<file path="src/rtl/mult_pkg.sv">
// rtl/mult_pkg.sv - shared state type and parity helper for the sequential multiplier
package mult_pkg;

  typedef enum logic [1:0] {
    IDLE = 2'd0,
    CALC = 2'd1,
    DONE = 2'd2
  } mult_seq_state_t;

  // Callers cast narrower data up to this width; zero-extension leaves the XOR unchanged.
  localparam int PARITY_MAX_W = 128;

  function automatic logic calc_parity(input logic [PARITY_MAX_W-1:0] data, input logic odd);
    return (^data) ^ odd;
  endfunction

endpackage

</file>
<file path="src/rtl/mult_seq_core.sv">
// rtl/mult_seq_core.sv - unsigned shift-add magnitude multiplier, one multiplier bit per cycle
module mult_seq_core #(
  parameter int WIDTH = 16
) (
  input  logic                 clk,
  input  logic                 rst,
  input  logic                 start,
  input  logic [WIDTH-1:0]     mcand,
  input  logic [WIDTH-1:0]     mplier,
  output logic                 done,
  output logic [2*WIDTH-1:0]   product
);

  localparam int CW = $clog2(WIDTH);
  localparam int PW = 2 * WIDTH;
  localparam logic [CW-1:0] LAST = CW'(WIDTH - 1);

  logic            run;
  logic [CW-1:0]   bit_cnt;
  logic [PW-1:0]   acc;
  logic [PW-1:0]   mcand_sh;
  logic [WIDTH-1:0] mplier_sh;

  always_ff @(posedge clk) begin
    if (rst) begin
      run       <= 1'b0;
      bit_cnt   <= '0;
      acc       <= '0;
      mcand_sh  <= '0;
      mplier_sh <= '0;
    end else if (start) begin
      run       <= 1'b1;
      bit_cnt   <= '0;
      acc       <= '0;
      mcand_sh  <= PW'(mcand);
      mplier_sh <= mplier;
    end else if (run) begin
      if (mplier_sh[0]) acc <= acc + mcand_sh;
      mcand_sh  <= mcand_sh << 1;
      mplier_sh <= mplier_sh >> 1;
      bit_cnt   <= bit_cnt + CW'(1);
      if (bit_cnt == LAST) run <= 1'b0;
    end
  end

  // High during the cycle whose closing edge consumes the last multiplier bit.
  assign done    = run && (bit_cnt == LAST);
  assign product = acc;

endmodule

</file>
<file path="src/rtl/mult_seq_par.sv">
// rtl/mult_seq_par.sv - parity-checked signed req/ack multiplier; MULT_SEQ_ERR_CNT_EN adds err_cnt
module mult_seq_par
  import mult_pkg::*;
#(
  parameter int WIDTH      = 16,
  parameter int PARITY_ODD = 0
) (
  input  logic                 clk,
  input  logic                 rst,
  input  logic [WIDTH-1:0]     arg_a,
  input  logic                 arg_a_parity,
  input  logic [WIDTH-1:0]     arg_b,
  input  logic                 arg_b_parity,
  input  logic                 req,
  output logic                 ack,
  output logic                 busy,
  output logic [2*WIDTH-1:0]   result,
  output logic                 result_parity,
  output logic                 result_rdy,
  output logic                 arg_parity_error
`ifdef MULT_SEQ_ERR_CNT_EN
  ,output logic [15:0]         err_cnt
`endif
);

  localparam int   PW  = 2 * WIDTH;
  localparam logic ODD = (PARITY_ODD != 0);

  mult_seq_state_t state;
  logic            perr_in, perr_q, neg_q, start, core_done;
  logic [WIDTH-1:0] mag_a, mag_b;
  logic [PW-1:0]   core_product, prod_signed;

  assign perr_in = (arg_a_parity != calc_parity(PARITY_MAX_W'(arg_a), ODD)) ||
                   (arg_b_parity != calc_parity(PARITY_MAX_W'(arg_b), ODD));

  // Unsigned WIDTH-bit magnitudes: the most negative operand maps to 2^(WIDTH-1).
  assign mag_a = arg_a[WIDTH-1] ? (~arg_a + WIDTH'(1)) : arg_a;
  assign mag_b = arg_b[WIDTH-1] ? (~arg_b + WIDTH'(1)) : arg_b;

  assign start       = (state == IDLE) && req && !perr_in;
  assign prod_signed = neg_q ? (~core_product + PW'(1)) : core_product;
  assign busy        = (state != IDLE);

  mult_seq_core #(.WIDTH(WIDTH)) u_core (
    .clk     (clk),
    .rst     (rst),
    .start   (start),
    .mcand   (mag_a),
    .mplier  (mag_b),
    .done    (core_done),
    .product (core_product)
  );

  always_ff @(posedge clk) begin
    if (rst) begin
      state            <= IDLE;
      ack              <= 1'b0;
      result           <= '0;
      result_parity    <= 1'b0;
      result_rdy       <= 1'b0;
      arg_parity_error <= 1'b0;
      perr_q           <= 1'b0;
      neg_q            <= 1'b0;
    end else begin
      ack        <= 1'b0;
      result_rdy <= 1'b0;
      case (state)
        IDLE: begin
          if (req) begin
            ack    <= 1'b1;
            perr_q <= perr_in;
            neg_q  <= arg_a[WIDTH-1] ^ arg_b[WIDTH-1];
            state  <= perr_in ? DONE : CALC;
          end
        end
        CALC: begin
          if (core_done) state <= DONE;
        end
        DONE: begin
          result_rdy       <= 1'b1;
          arg_parity_error <= perr_q;
          if (perr_q) begin
            result        <= '0;
            result_parity <= calc_parity('0, ODD);
          end else begin
            result        <= prod_signed;
            result_parity <= calc_parity(PARITY_MAX_W'(prod_signed), ODD);
          end
          state <= IDLE;
        end
        default: state <= IDLE;
      endcase
    end
  end

`ifdef MULT_SEQ_ERR_CNT_EN
  always_ff @(posedge clk) begin
    if (rst) begin
      err_cnt <= '0;
    end else if ((state == DONE) && perr_q && (err_cnt != 16'hFFFF)) begin
      err_cnt <= err_cnt + 16'd1;
    end
  end
`endif

endmodule

</file>
<file path="config.mk">
export PLATFORM = sky130hd
export DESIGN_NAME = mult_seq_par
export DESIGN_NICKNAME = d
export VERILOG_FILES = /design/src/rtl/mult_pkg.sv /design/src/rtl/mult_seq_core.sv /design/src/rtl/mult_seq_par.sv
export SDC_FILE = /design/constraint.sdc
export NUM_CORES = 1
export LEC_CHECK = 0
export BUFFER_PORTS_ARGS = -buffer_cell sky130_fd_sc_hd__buf_2
export CAP_MARGIN = 20
export CELL_PAD_IN_SITES_DETAIL_PLACEMENT = 0
export CELL_PAD_IN_SITES_GLOBAL_PLACEMENT = 2
export CORE_ASPECT_RATIO = 0.5
export CORE_UTILIZATION = 36
export CTS_BUF_LIST = sky130_fd_sc_hd__clkbuf_16
export CTS_CLUSTER_DIAMETER = 150
export DETAILED_ROUTE_END_ITERATION = 10
export PLACE_DENSITY = 0.88
export SLEW_MARGIN = 5
export SYNTH_ARGS = -nofsm -noshare
export SYNTH_HDL_FRONTEND = slang
export SYNTH_SLANG_ARGS = --single-unit
</file>
<file path="constraint.sdc">
create_clock -name clk -period 4.9 [get_ports clk]
set_input_delay 0.49 -clock clk [delete_from_list [all_inputs] [get_ports clk]]
set_output_delay 0.49 -clock clk [all_outputs]
set_load 0.02 [all_outputs]
</file>
==> flow_metrics.env, run 1 <==
export IMPL_status="completed"
export IMPL_htree_num_levels=4
export IMPL_place_congestion=0.911
export IMPL_synthFlopType="dfxtp_1"
export IMPL_crit_top_cell="xnor3_1"
export IMPL_synth_edf_count=0
export IMPL_postCtsResizedCells=0
export IMPL_slowest_delay_ps=610
export IMPL_track_usage=0.187
export IMPL_insertion_delay_ps=420
export IMPL_worst_pin_slew_ps=953
export IMPL_cts_made_buffers=17
export IMPL_hold_class="primary input to register"
export IMPL_power_density_nw_per_um2=398
export IMPL_grt_max_degree=74
export IMPL_ys_seq_elements=125
export IMPL_final_util=0.427
export IMPL_cts_root_buf="clkbuf_16"
export IMPL_cp_end_kind="register"
export IMPL_r2r_cells=11
export IMPL_crit_start="u_core.product[7]"
export IMPL_finalSetupTns_ps=0
export IMPL_grt_pass1_vias=6489
export IMPL_start_util=0.373
export IMPL_maxSlewHeadroom=0.364
export IMPL_synthXorXnorAreaFrac=0.148
export IMPL_r2r_start="u_core.product[7]"
export IMPL_crit_end="result_parity"
export IMPL_crit_chain="or4_4 > nor4_2 > nand3_1 > o21ai_0 > xnor2_1 > xor2_2 > xnor3_1 > xnor3_1 > xnor3_1 > or3_1 > a21oi_1"
export IMPL_yosys_warnings=0
export IMPL_grt_overflow_total=0
export IMPL_rows=38
export IMPL_avgViaCountPerCell=5.23
export IMPL_drive_above_1_share=0.124
export IMPL_maxCapViolations=0
export IMPL_synth_distinct_cells=60
export IMPL_dieArea_sq_um=23400
export IMPL_async_flop_share=0
export IMPL_reg2reg_slack_ps=1100
export IMPL_rsz0062_at_grt="false"
export IMPL_wire_per_inst_um=15.7
export IMPL_syn_num_nets=1080
export IMPL_synth_compound_area_frac=0.184
export IMPL_io_buffers=73
export IMPL_ir_drop_v=0.000266
export IMPL_period_needed_ps=3800
export IMPL_core_area_sq_um=22000
export IMPL_synthCells=995
export IMPL_clk_pin_slew_worst_paths_ps=60
export IMPL_cts_sinks=125
export IMPL_cp_start_kind="register"
export IMPL_holdPathStages=3
export IMPL_crit_type="register to register"
export IMPL_p_leak_nw=3.99
export IMPL_chipHeight_um=109
export IMPL_path_delay_family="simple AND/OR/NAND/NOR gates"
export IMPL_grt_pass1_wl_um=34400
export IMPL_path_depth=11
export IMPL_ctsHoldBuffers=0
export IMPL_crit_buf_inv=0
export IMPL_drv_slew=0
export IMPL_timing_hold_violations_final=0
export IMPL_drt_iter0_drc=507
export IMPL_finalWirelength_um=21300
export IMPL_synth_fa_ha_area_frac=0.0743
export IMPL_synthMuxAreaShare=0.0611
export IMPL_dp_hpwl_um=16000
export IMPL_required_ps=5240
export IMPL_postSynthAreaPerCell_sq_um=8.23
export IMPL_antenna_found_initial=0
export IMPL_clk_path_buf_depth=2
export IMPL_synth_top_family_by_area="compound AO/OA/AOI/OAI gates"
export IMPL_yosys_area_share_simple=0.180
export IMPL_cts_setup_buffers=0
export IMPL_num_antenna_cells=0
export IMPL_ant_nets=0
export IMPL_vias=7071
export IMPL_cp_arrival_ps=4150
export IMPL_syn_to_final_growth_pct=14.7
export IMPL_cp_max_fo=8
export IMPL_drc=0
export IMPL_r2r_end="result_parity"
export IMPL_firstDrtPassIters=5
export IMPL_netlist_area_sq_um=8190
export IMPL_cts_tree="built"
export IMPL_nNetsFinal=1124
export IMPL_final_period_utilization=0.777
export IMPL_finalSetupViolations=0
export IMPL_synth_seq_area_share=0.306
export IMPL_slowest_stage="or4_4"
export IMPL_die_w_um=215
export IMPL_ioPinCount=74
export IMPL_fin_worst_skew_ps=9.17
export IMPL_fmax_mhz=263
## layer usage
metal / wire [um] / vias up / GRT usage
li1: - / 3575 / -
met1: 11900 / 3338 / 0.288
met2: 8200 / 140 / 0.259
met3: 948 / 18 / 0.0346
met4: 233 / 0 / 0.0496
met5: 0 / - / 0
## cell usage after synthesis, drive strengths merged, types with 15 or more instances
master | number | area share
xor2 | 18 | 0.020
nor2 | 120 | 0.056
xnor2 | 101 | 0.11
clkbuf | 46 | 0.021
mux2i | 50 | 0.061
ha | 47 | 0.072
o21ai | 32 | 0.020
inv | 45 | 0.021
dfxtp | 125 | 0.31
a21oi | 59 | 0.036
a211oi | 36 | 0.033
a22oi | 31 | 0.028
nand2 | 98 | 0.045
a21o | 24 | 0.022
nand3 | 15 | 0.0092
## cells by family (layout without fill, tap and decap cells)
logic type                 Yosys count  count (layout)
buffers and inverters              103             160
muxes                               50              50
xor gates and xnor gates           126             126
and+or+nand+nor                    319             319
AOI/OAI and AO/OA                  224             224
DFF                                125             125
adders and majority gates           48              48
## worst min-delay path by stage
stage,start,end,slack [ps]
2_1_floorplan,state[1],state[1],440
3_3_place_gp,state[1],state[1],460
3_5_place_dp,state[1],state[1],480
4_1_cts,req,perr_q,330
5_1_grt,req,perr_q,380
6_report,req,perr_q,350
## power breakdown
group | switching [mW] | leakage, nW | internal (mW)
sequential | 0.135 | 1.01 | 1.16
combinational | 0.689 | 2.71 | 0.493
clock | 0.507 | 0.272 | 0.754
total | 1.33 | 3.99 | 2.41
## area by class of cell
class                           instances  area, sq um
Tap cell                              300          375
Clock inverter                         15          164
Timing Repair Buffer                   83          448
Inverter                               45          169
Sequential cell                       125         2500
Fill cell                            2229        12600
Clock buffer                           17          425
Multi-Input combinational cell        767         5300
## through the flow
stage	instances	area, sq um	total power, mW	worst slack [ps]	hold slack, ps
detailed placement	1320	8800	2.50	1120	479
global route	1352	9390	3.96	861	382
floorplan	995	8190	2.19	1440	438
finish	1352	9390	3.74	1100	349
global placement	1319	8780	2.47	1210	458
CTS	1352	9390	3.76	1110	327
## flip-flops by register name, indices dropped and copies added, names as in the netlist, 2 cells and up
name	count
result	32
u_core.mcand_sh	32
state	2
u_core.bit_cnt	4
u_core.product	32
u_core.mplier_sh	16
## worst reg2reg max path, cell delays in order (launching register included)
cell	delay, ps
dfxtp_1	380
or4_4	610
nor4_2	440
nand3_1	200
o21ai_0	240
xnor2_1	240
xor2_2	200
xnor3_1	330
xnor3_1	400
xnor3_1	200
or3_1	310
a21oi_1	150
## cell usage in the layout, fill, tap and decap left out, types with 36 or more instances in the layout
cell,instances
a211oi_1,36
dfxtp_1,124
xnor2_1,101
nand2_1,97
mux2i_1,50
a21oi_1,59
inv_1,45
buf_2,73
nor2_1,118
ha_1,47
Power figures use the tool's default switching activity.
==> inputs of run 2 (changes only) <==
- CORE_UTILIZATION: 36 -> 33
- PLACE_DENSITY: 0.88 -> 0.85
- clock period: 4.9 -> 3.5 ns (I/O delays scaled with it)
==> run 2 against run 1 <==
  * The run now ends with negative setup slack left
  * Via count down 0.35%
  * Critical path type unchanged
  * Highest routed layer unchanged
  * Largest cell class unchanged
  * Utilization down 1.6 points
  * Non-clock buffer count up 51
  * Critical path depth unchanged
  * Design area up 5.9%
==> flow_metrics.env, run 2 (synthesis gave the netlist of run 1 again) <==
export IMPL_cts_sinks=125
export IMPL_r2r_start="u_core.product[1]"
export IMPL_avgViaCountPerCell=4.90
export IMPL_cts_tree="built"
export IMPL_p_leak_nw=4.33
export IMPL_cp_start_kind="register"
export IMPL_place_congestion=0.875
export IMPL_grt_max_degree=65
export IMPL_start_util=0.339
export IMPL_drv_slew=0
export IMPL_required_ps=3850
export IMPL_period_needed_ps=3500
export IMPL_fin_hold_ws_ps=218
export IMPL_htree_num_levels=4
export IMPL_reg2reg_slack_ps=-0.1
export IMPL_finalWirelength_um=22000
export IMPL_power_density_nw_per_um2=530
export IMPL_ctsHoldBuffers=0
export IMPL_pre_cts_slack_ps=-24.9
export IMPL_cts_root_buf="clkbuf_16"
export IMPL_dieArea_sq_um=25500
export IMPL_antenna_found_initial=0
export IMPL_ant_nets=0
export IMPL_grt_pass1_wl_um=35900
export IMPL_io_buffers=73
export IMPL_wire_per_inst_um=15.3
export IMPL_insertion_delay_ps=430
export IMPL_clk_pin_slew_worst_paths_ps=50
export IMPL_cp_end_kind="register"
export IMPL_r2r_cells=11
export IMPL_num_antenna_cells=0
export IMPL_drt_iter0_drc=438
export IMPL_final_util=0.411
export IMPL_ir_drop_v=0.000330
export IMPL_syn_to_final_growth_pct=21.4
export IMPL_final_cells=1437
export IMPL_ioPinCount=74
export IMPL_rows=40
export IMPL_maxSlewHeadroom=0.364
export IMPL_dp_hpwl_um=16900
export IMPL_grt_overflow_total=0
export IMPL_nNetsFinal=1175
export IMPL_die_w_um=225
export IMPL_crit_type="register to register"
export IMPL_vias=7046
export IMPL_status="complete, but fails checks"
export IMPL_timing_hold_violations_final=0
export IMPL_mostFrequentLayoutCell="dfxtp_1"
export IMPL_holdPathEnd="perr_q"
export IMPL_cp_max_fo=3
export IMPL_grt_pass1_vias=6812
export IMPL_chipHeight_um=113
export IMPL_drc=0
export IMPL_maxCapViolations=0
export IMPL_fin_worst_skew_ps=6.11
export IMPL_rsz0062_at_grt="true"
export IMPL_cts_made_buffers=17
export IMPL_clk_path_buf_depth=2
export IMPL_cp_arrival_ps=3850
export IMPL_worst_pin_slew_ps=952
export IMPL_final_period_utilization=1.00
export IMPL_r2r_end="result_parity"
export IMPL_dp_cells=1403
export IMPL_drive_above_1_share=0.178
export IMPL_finalSetupViolations=1
export IMPL_track_usage=0.178
export IMPL_min_delay_start="req"
export IMPL_core_area_sq_um=24200
export IMPL_violations="negative setup slack"
export IMPL_worst_slack_ps=-0.123
export IMPL_firstDrtPassIters=5
export IMPL_holdPathStages=3
export IMPL_hold_class="primary input to register"
export IMPL_final_cell_mix="122 x dfxtp_1, 118 x nor2_1, 99 x xnor2_1, 96 x nand2_1, 73 x buf_2"
export IMPL_fmax_mhz=286
==> run 2: how the worst max path moves through the flow <==
stage,start,endpoint,slack (ps),depth (start not counted)
2_1_floorplan,u_core.product[1],result_parity,40,12
3_3_place_gp,u_core.product[7],result_parity,-4,11
3_5_place_dp,u_core.product[0],result_parity,-20,12
4_1_cts,u_core.product[7],result_parity,-5,11
5_1_grt,u_core.product[0],result_parity,-110,11
6_report,u_core.product[1],result_parity,-0.1,11
==> run 2: area by class of cell <==
class                      count  area [sq um]
clock buffer                  17           425
sequential                   125          2510
timing repair buffer         134           836
tap                          336           420
inverter                      45           169
clock inverter                13           135
multi-input combinational    767          5450
fill                        2424         14200
==> run 2: routing by layer <==
metal	vias up	wire, um	global-route usage
met4	0	201	0.0440
li1	3658	-	-
met5	-	0	0
met2	105	8870	0.258
met3	13	843	0.0379
met1	3270	12100	0.265
==> run 2: worst max-delay path, stage by stage, from the launching register on <==
cell	delay [ps]
dfxtp_2	330
or4_4	560
nor4_4	290
buf_4	160
nand2_2	80
or4_4	450
o31ai_4	290
xnor2_2	150
xor3_1	320
xnor3_1	360
or3_1	310
a21oi_1	140
==> run 2: power by group <==
group / total (mW) / internal (mW) / switching (mW)
clock: 1.72 / 1.09 / 0.631
combinational: 1.77 / 0.756 / 1.01
sequential: 1.79 / 1.62 / 0.165
total: 5.27 / 3.47 / 1.81
==> run 2: metrics by stage <==
stage / power (mW) / cell area [sq um] / TNS, ps
after detailed placement: 3.55 / 9200 / -24.9
after global routing: 5.58 / 9940 / -110
final: 5.27 / 9940 / -0.123
after floorplan: 3.07 / 8190 / 0
after CTS: 5.30 / 9830 / -5.22
after global placement: 3.52 / 9200 / -3.75
==> run 2: repair_timing <==
| action | in CTS | in global routing |
|---|---|---|
| setup buffers | 2 | 2 |
| endpoints found under the hold margin | 0 | 0 |
| gates resized for setup | 10 | 20 |
| endpoints found under the setup margin | 1 | 6 |
| pin swaps | 3 | 8 |
==> inputs of run 3 (changes only) <==
- ABC_AREA: not set -> 1
- CORE_UTILIZATION: 33 -> 30
- PLACE_DENSITY: 0.85 -> 0.83
==> run 3 against run 2 <==
  * The run now ends clean
  * Non-clock buffer count is 51 lower
  * Sequential cell count unchanged
  * Fmax rose by 26%
  * First-iteration DRC count up 8.2%
==> flow_metrics.env, run 3 <==
export IMPL_netlist_area_sq_um=8970
export IMPL_r2r_end="u_core.product[27]"
export IMPL_firstDrtPassIters=5
export IMPL_holdPathEnd="u_core.mplier_sh[15]"
export IMPL_mostFrequentLayoutCell="nand2_1"
export IMPL_dieArea_sq_um=30600
export IMPL_synth_edf_count=0
export IMPL_yosys_warnings=0
export IMPL_wire_per_inst_um=14.1
export IMPL_postSynthAreaPerCell_sq_um=6.39
export IMPL_insertion_delay_ps=440
export IMPL_timing_hold_violations_final=0
export IMPL_clk_path_buf_depth=2
export IMPL_ctsHoldBuffers=0
export IMPL_grt_pass1_vias=8366
export IMPL_clk_pin_slew_worst_paths_ps=60
export IMPL_dp_hpwl_um=20800
export IMPL_syn_num_nets=1488
export IMPL_cts_sinks=125
export IMPL_power_density_nw_per_um2=530
export IMPL_p_comb_frac=0.368
export IMPL_p_leak_nw=4.85
export IMPL_rows=44
export IMPL_cp_arrival_ps=3150
export IMPL_p_sw_mw=2.20
export IMPL_final_cell_area_sq_um=10300
export IMPL_p_seq_frac=0.318
export IMPL_finalWirelength_um=26200
export IMPL_cp_max_fo=4
export IMPL_ys_seq_elements=125
export IMPL_synthCells=1403
export IMPL_io_buffers=73
export IMPL_fmax_mhz=359
export IMPL_hold_class="primary input to register"
export IMPL_synth_top_area_share=0.279
export IMPL_maxSlewHeadroom=0.502
export IMPL_p_int_mw=3.23
export IMPL_fin_hold_ws_ps=187
export IMPL_reg2reg_slack_ps=720
export IMPL_avgViaCountPerCell=4.78
export IMPL_drc=0
export IMPL_cts_made_buffers=17
export IMPL_clock_power_share=0.314
export IMPL_synth_seq_area_share=0.279
export IMPL_r2r_start="u_core.mcand_sh[2]"
export IMPL_chipHeight_um=124
export IMPL_required_ps=3870
export IMPL_synth_top_cells_by_count="465 x nand2_1, 136 x inv_1, 125 x dfxtp_1, 119 x a21oi_1, 103 x nor2_1"
export IMPL_finalSetupTns_ps=0
export IMPL_fillers=3193
export IMPL_fin_worst_skew_ps=7.30
export IMPL_ioPinCount=74
export IMPL_worst_pin_slew_ps=747
export IMPL_r2r_cells=14
export IMPL_syn_to_final_growth_pct=14.4
export IMPL_core_area_sq_um=29200
export IMPL_crit_type="register to register"
export IMPL_slowest_delay_ps=370
export IMPL_min_delay_start="arg_b[14]"
export IMPL_postCtsResizedCells=0
export IMPL_slowest_stage="dfxtp_1"
export IMPL_rsz0062_at_grt="false"
export IMPL_synth_area_top_cells="dfxtp_1 28%, nand2_1 19%, a21oi_1 6.6%, ha_1 6.6%, inv_1 5.7%"
export IMPL_start_util=0.307
export IMPL_die_w_um=246
export IMPL_cts_setup_buffers=0
export IMPL_cp_start_kind="register"
export IMPL_netSwitchingFraction=0.405
export IMPL_status="completed"
export IMPL_htree_num_levels=4
export IMPL_drive_above_1_share=0.114
export IMPL_grt_pass1_wl_um=43000
export IMPL_holdPathStages=2
export IMPL_drv_slew=0
export IMPL_vias=8899
export IMPL_num_antenna_cells=0
export IMPL_cts_root_buf="clkbuf_16"
export IMPL_period_needed_ps=2780
export IMPL_track_usage=0.177
export IMPL_ant_nets=0
export IMPL_ir_drop_v=0.000375
export IMPL_synthFlopType="dfxtp_1"
export IMPL_yosysMostFrequentCell="nand2_1"
export IMPL_drt_iter0_drc=474
export IMPL_synth_distinct_cells=47
export IMPL_async_flop_share=0
export IMPL_nNetsFinal=1544
export IMPL_grt_max_degree=68
export IMPL_yosys_area_top_type="dfxtp_1"
export IMPL_cp_end_kind="register"
export IMPL_crit_chain="ha_1 > nand2_1 > o21ai_1 > a21boi_1 > o21ai_0 > a21boi_1 > buf_4 > o21bai_1 > nand2_1 > nand2_1 > nand2_1 > a21oi_1 > nor2_1 > a21oi_1"
export IMPL_maxCapViolations=0
export IMPL_finalSetupViolations=0
export IMPL_placement_cell_area_sq_um=9700
export IMPL_crit_top_cell="nand2_1"
export IMPL_final_cell_mix="465 x nand2_1, 137 x inv_1, 125 x dfxtp_1, 119 x a21oi_1, 103 x nor2_1"
export IMPL_antenna_found_initial=0
export IMPL_cts_tree="built"
export IMPL_grt_overflow_total=0
export IMPL_final_period_utilization=0.795
export IMPL_place_congestion=0.854
==> run 3: changes by cell type after synthesis, sizes merged, moves of 29 or more <==
cell / previous run / this run
a21oi: 59 / 120
a22oi: 31 / 2
inv: 45 / 141
mux2i: 50 / 0
nand2: 98 / 494
nand3: 15 / 77
xnor2: 101 / 27
xor2: 18 / 54
==> run 3: cell type report <==
cell class / instances / area, sq um / share of cell area
inverters: 142 / 534 / 0.0521
repair buffers: 83 / 453 / 0.0442
multi-input cells: 1090 / 5720 / 0.558
clock buffers: 17 / 425 / 0.0415
well taps: 391 / 489 / 0.0477
clock inverters: 15 / 131 / 0.0128
flip-flops and latches: 125 / 2500 / 0.244
==> run 3: logic make-up (layout without fill, tap and decap cells) <==
logic type	after synthesis	count (layout)	share of synthesized area
AO/OA/AOI/OAI	247	247	0.155
XOR/XNOR	81	81	0.0791
adder cells (fa/ha/maj)	48	48	0.0678
buffers and inverters	188	257	0.0830
flip-flops	125	125	0.279
AND/OR/NAND/NOR	714	714	0.336
==> run 3: worst max-delay path, delay by kind of cell (launching register included) <==
| family | cells | cell delay (ps) |
|---|---|---|
| AOI/OAI and AO/OA | 7 | 1370 |
| adders and majority gates | 1 | 360 |
| buffers and inverters | 1 | 180 |
| DFF | 1 | 370 |
| and+or+nand+nor | 5 | 440 |
==> run 3: layer usage <==
metal | track usage | up-vias | routed length, um
met3 | 0.0324 | 25 | 1030
li1 | - | 4684 | -
met5 | 0 | - | 0
met4 | 0.0516 | 0 | 314
met1 | 0.269 | 4038 | 14600
met2 | 0.247 | 152 | 10300
==> run 3: power by group through the flow <==
stage / Clock [mW] / Sequential [mW] / Combinational [mW]
floorplan: 0 / 1.71 / 1.54
global placement: 0 / 1.75 / 1.98
detailed placement: 0 / 1.75 / 2.01
CTS: 1.75 / 1.72 / 2.02
global route: 1.81 / 1.74 / 2.28
finish: 1.71 / 1.73 / 2.00
==> run 3: worst max-delay path by stage <==
| stage | start | end | cells after the start |
|---|---|---|---|
| after floorplan | u_core.product[0] | u_core.product[26] | 17 |
| after global placement | arg_a[6] | u_core.mcand_sh[2] | 17 |
| after detailed placement | arg_b[2] | u_core.product[22] | 13 |
| after CTS | u_core.mcand_sh[0] | u_core.product[26] | 17 |
| after global routing | u_core.mcand_sh[2] | u_core.product[27] | 14 |
| final | u_core.mcand_sh[2] | u_core.product[27] | 14 |
==> run 3: through the flow <==
step                 util  setup slack (ps)  instances  power, mW
global placement    0.332               629       1831       3.73
detailed placement  0.332               503       1831       3.77
floorplan               -              1120       1403       3.25
finish              0.351               718       1863       5.43
global route        0.351               402       1863       5.83
CTS                 0.351               712       1863       5.49
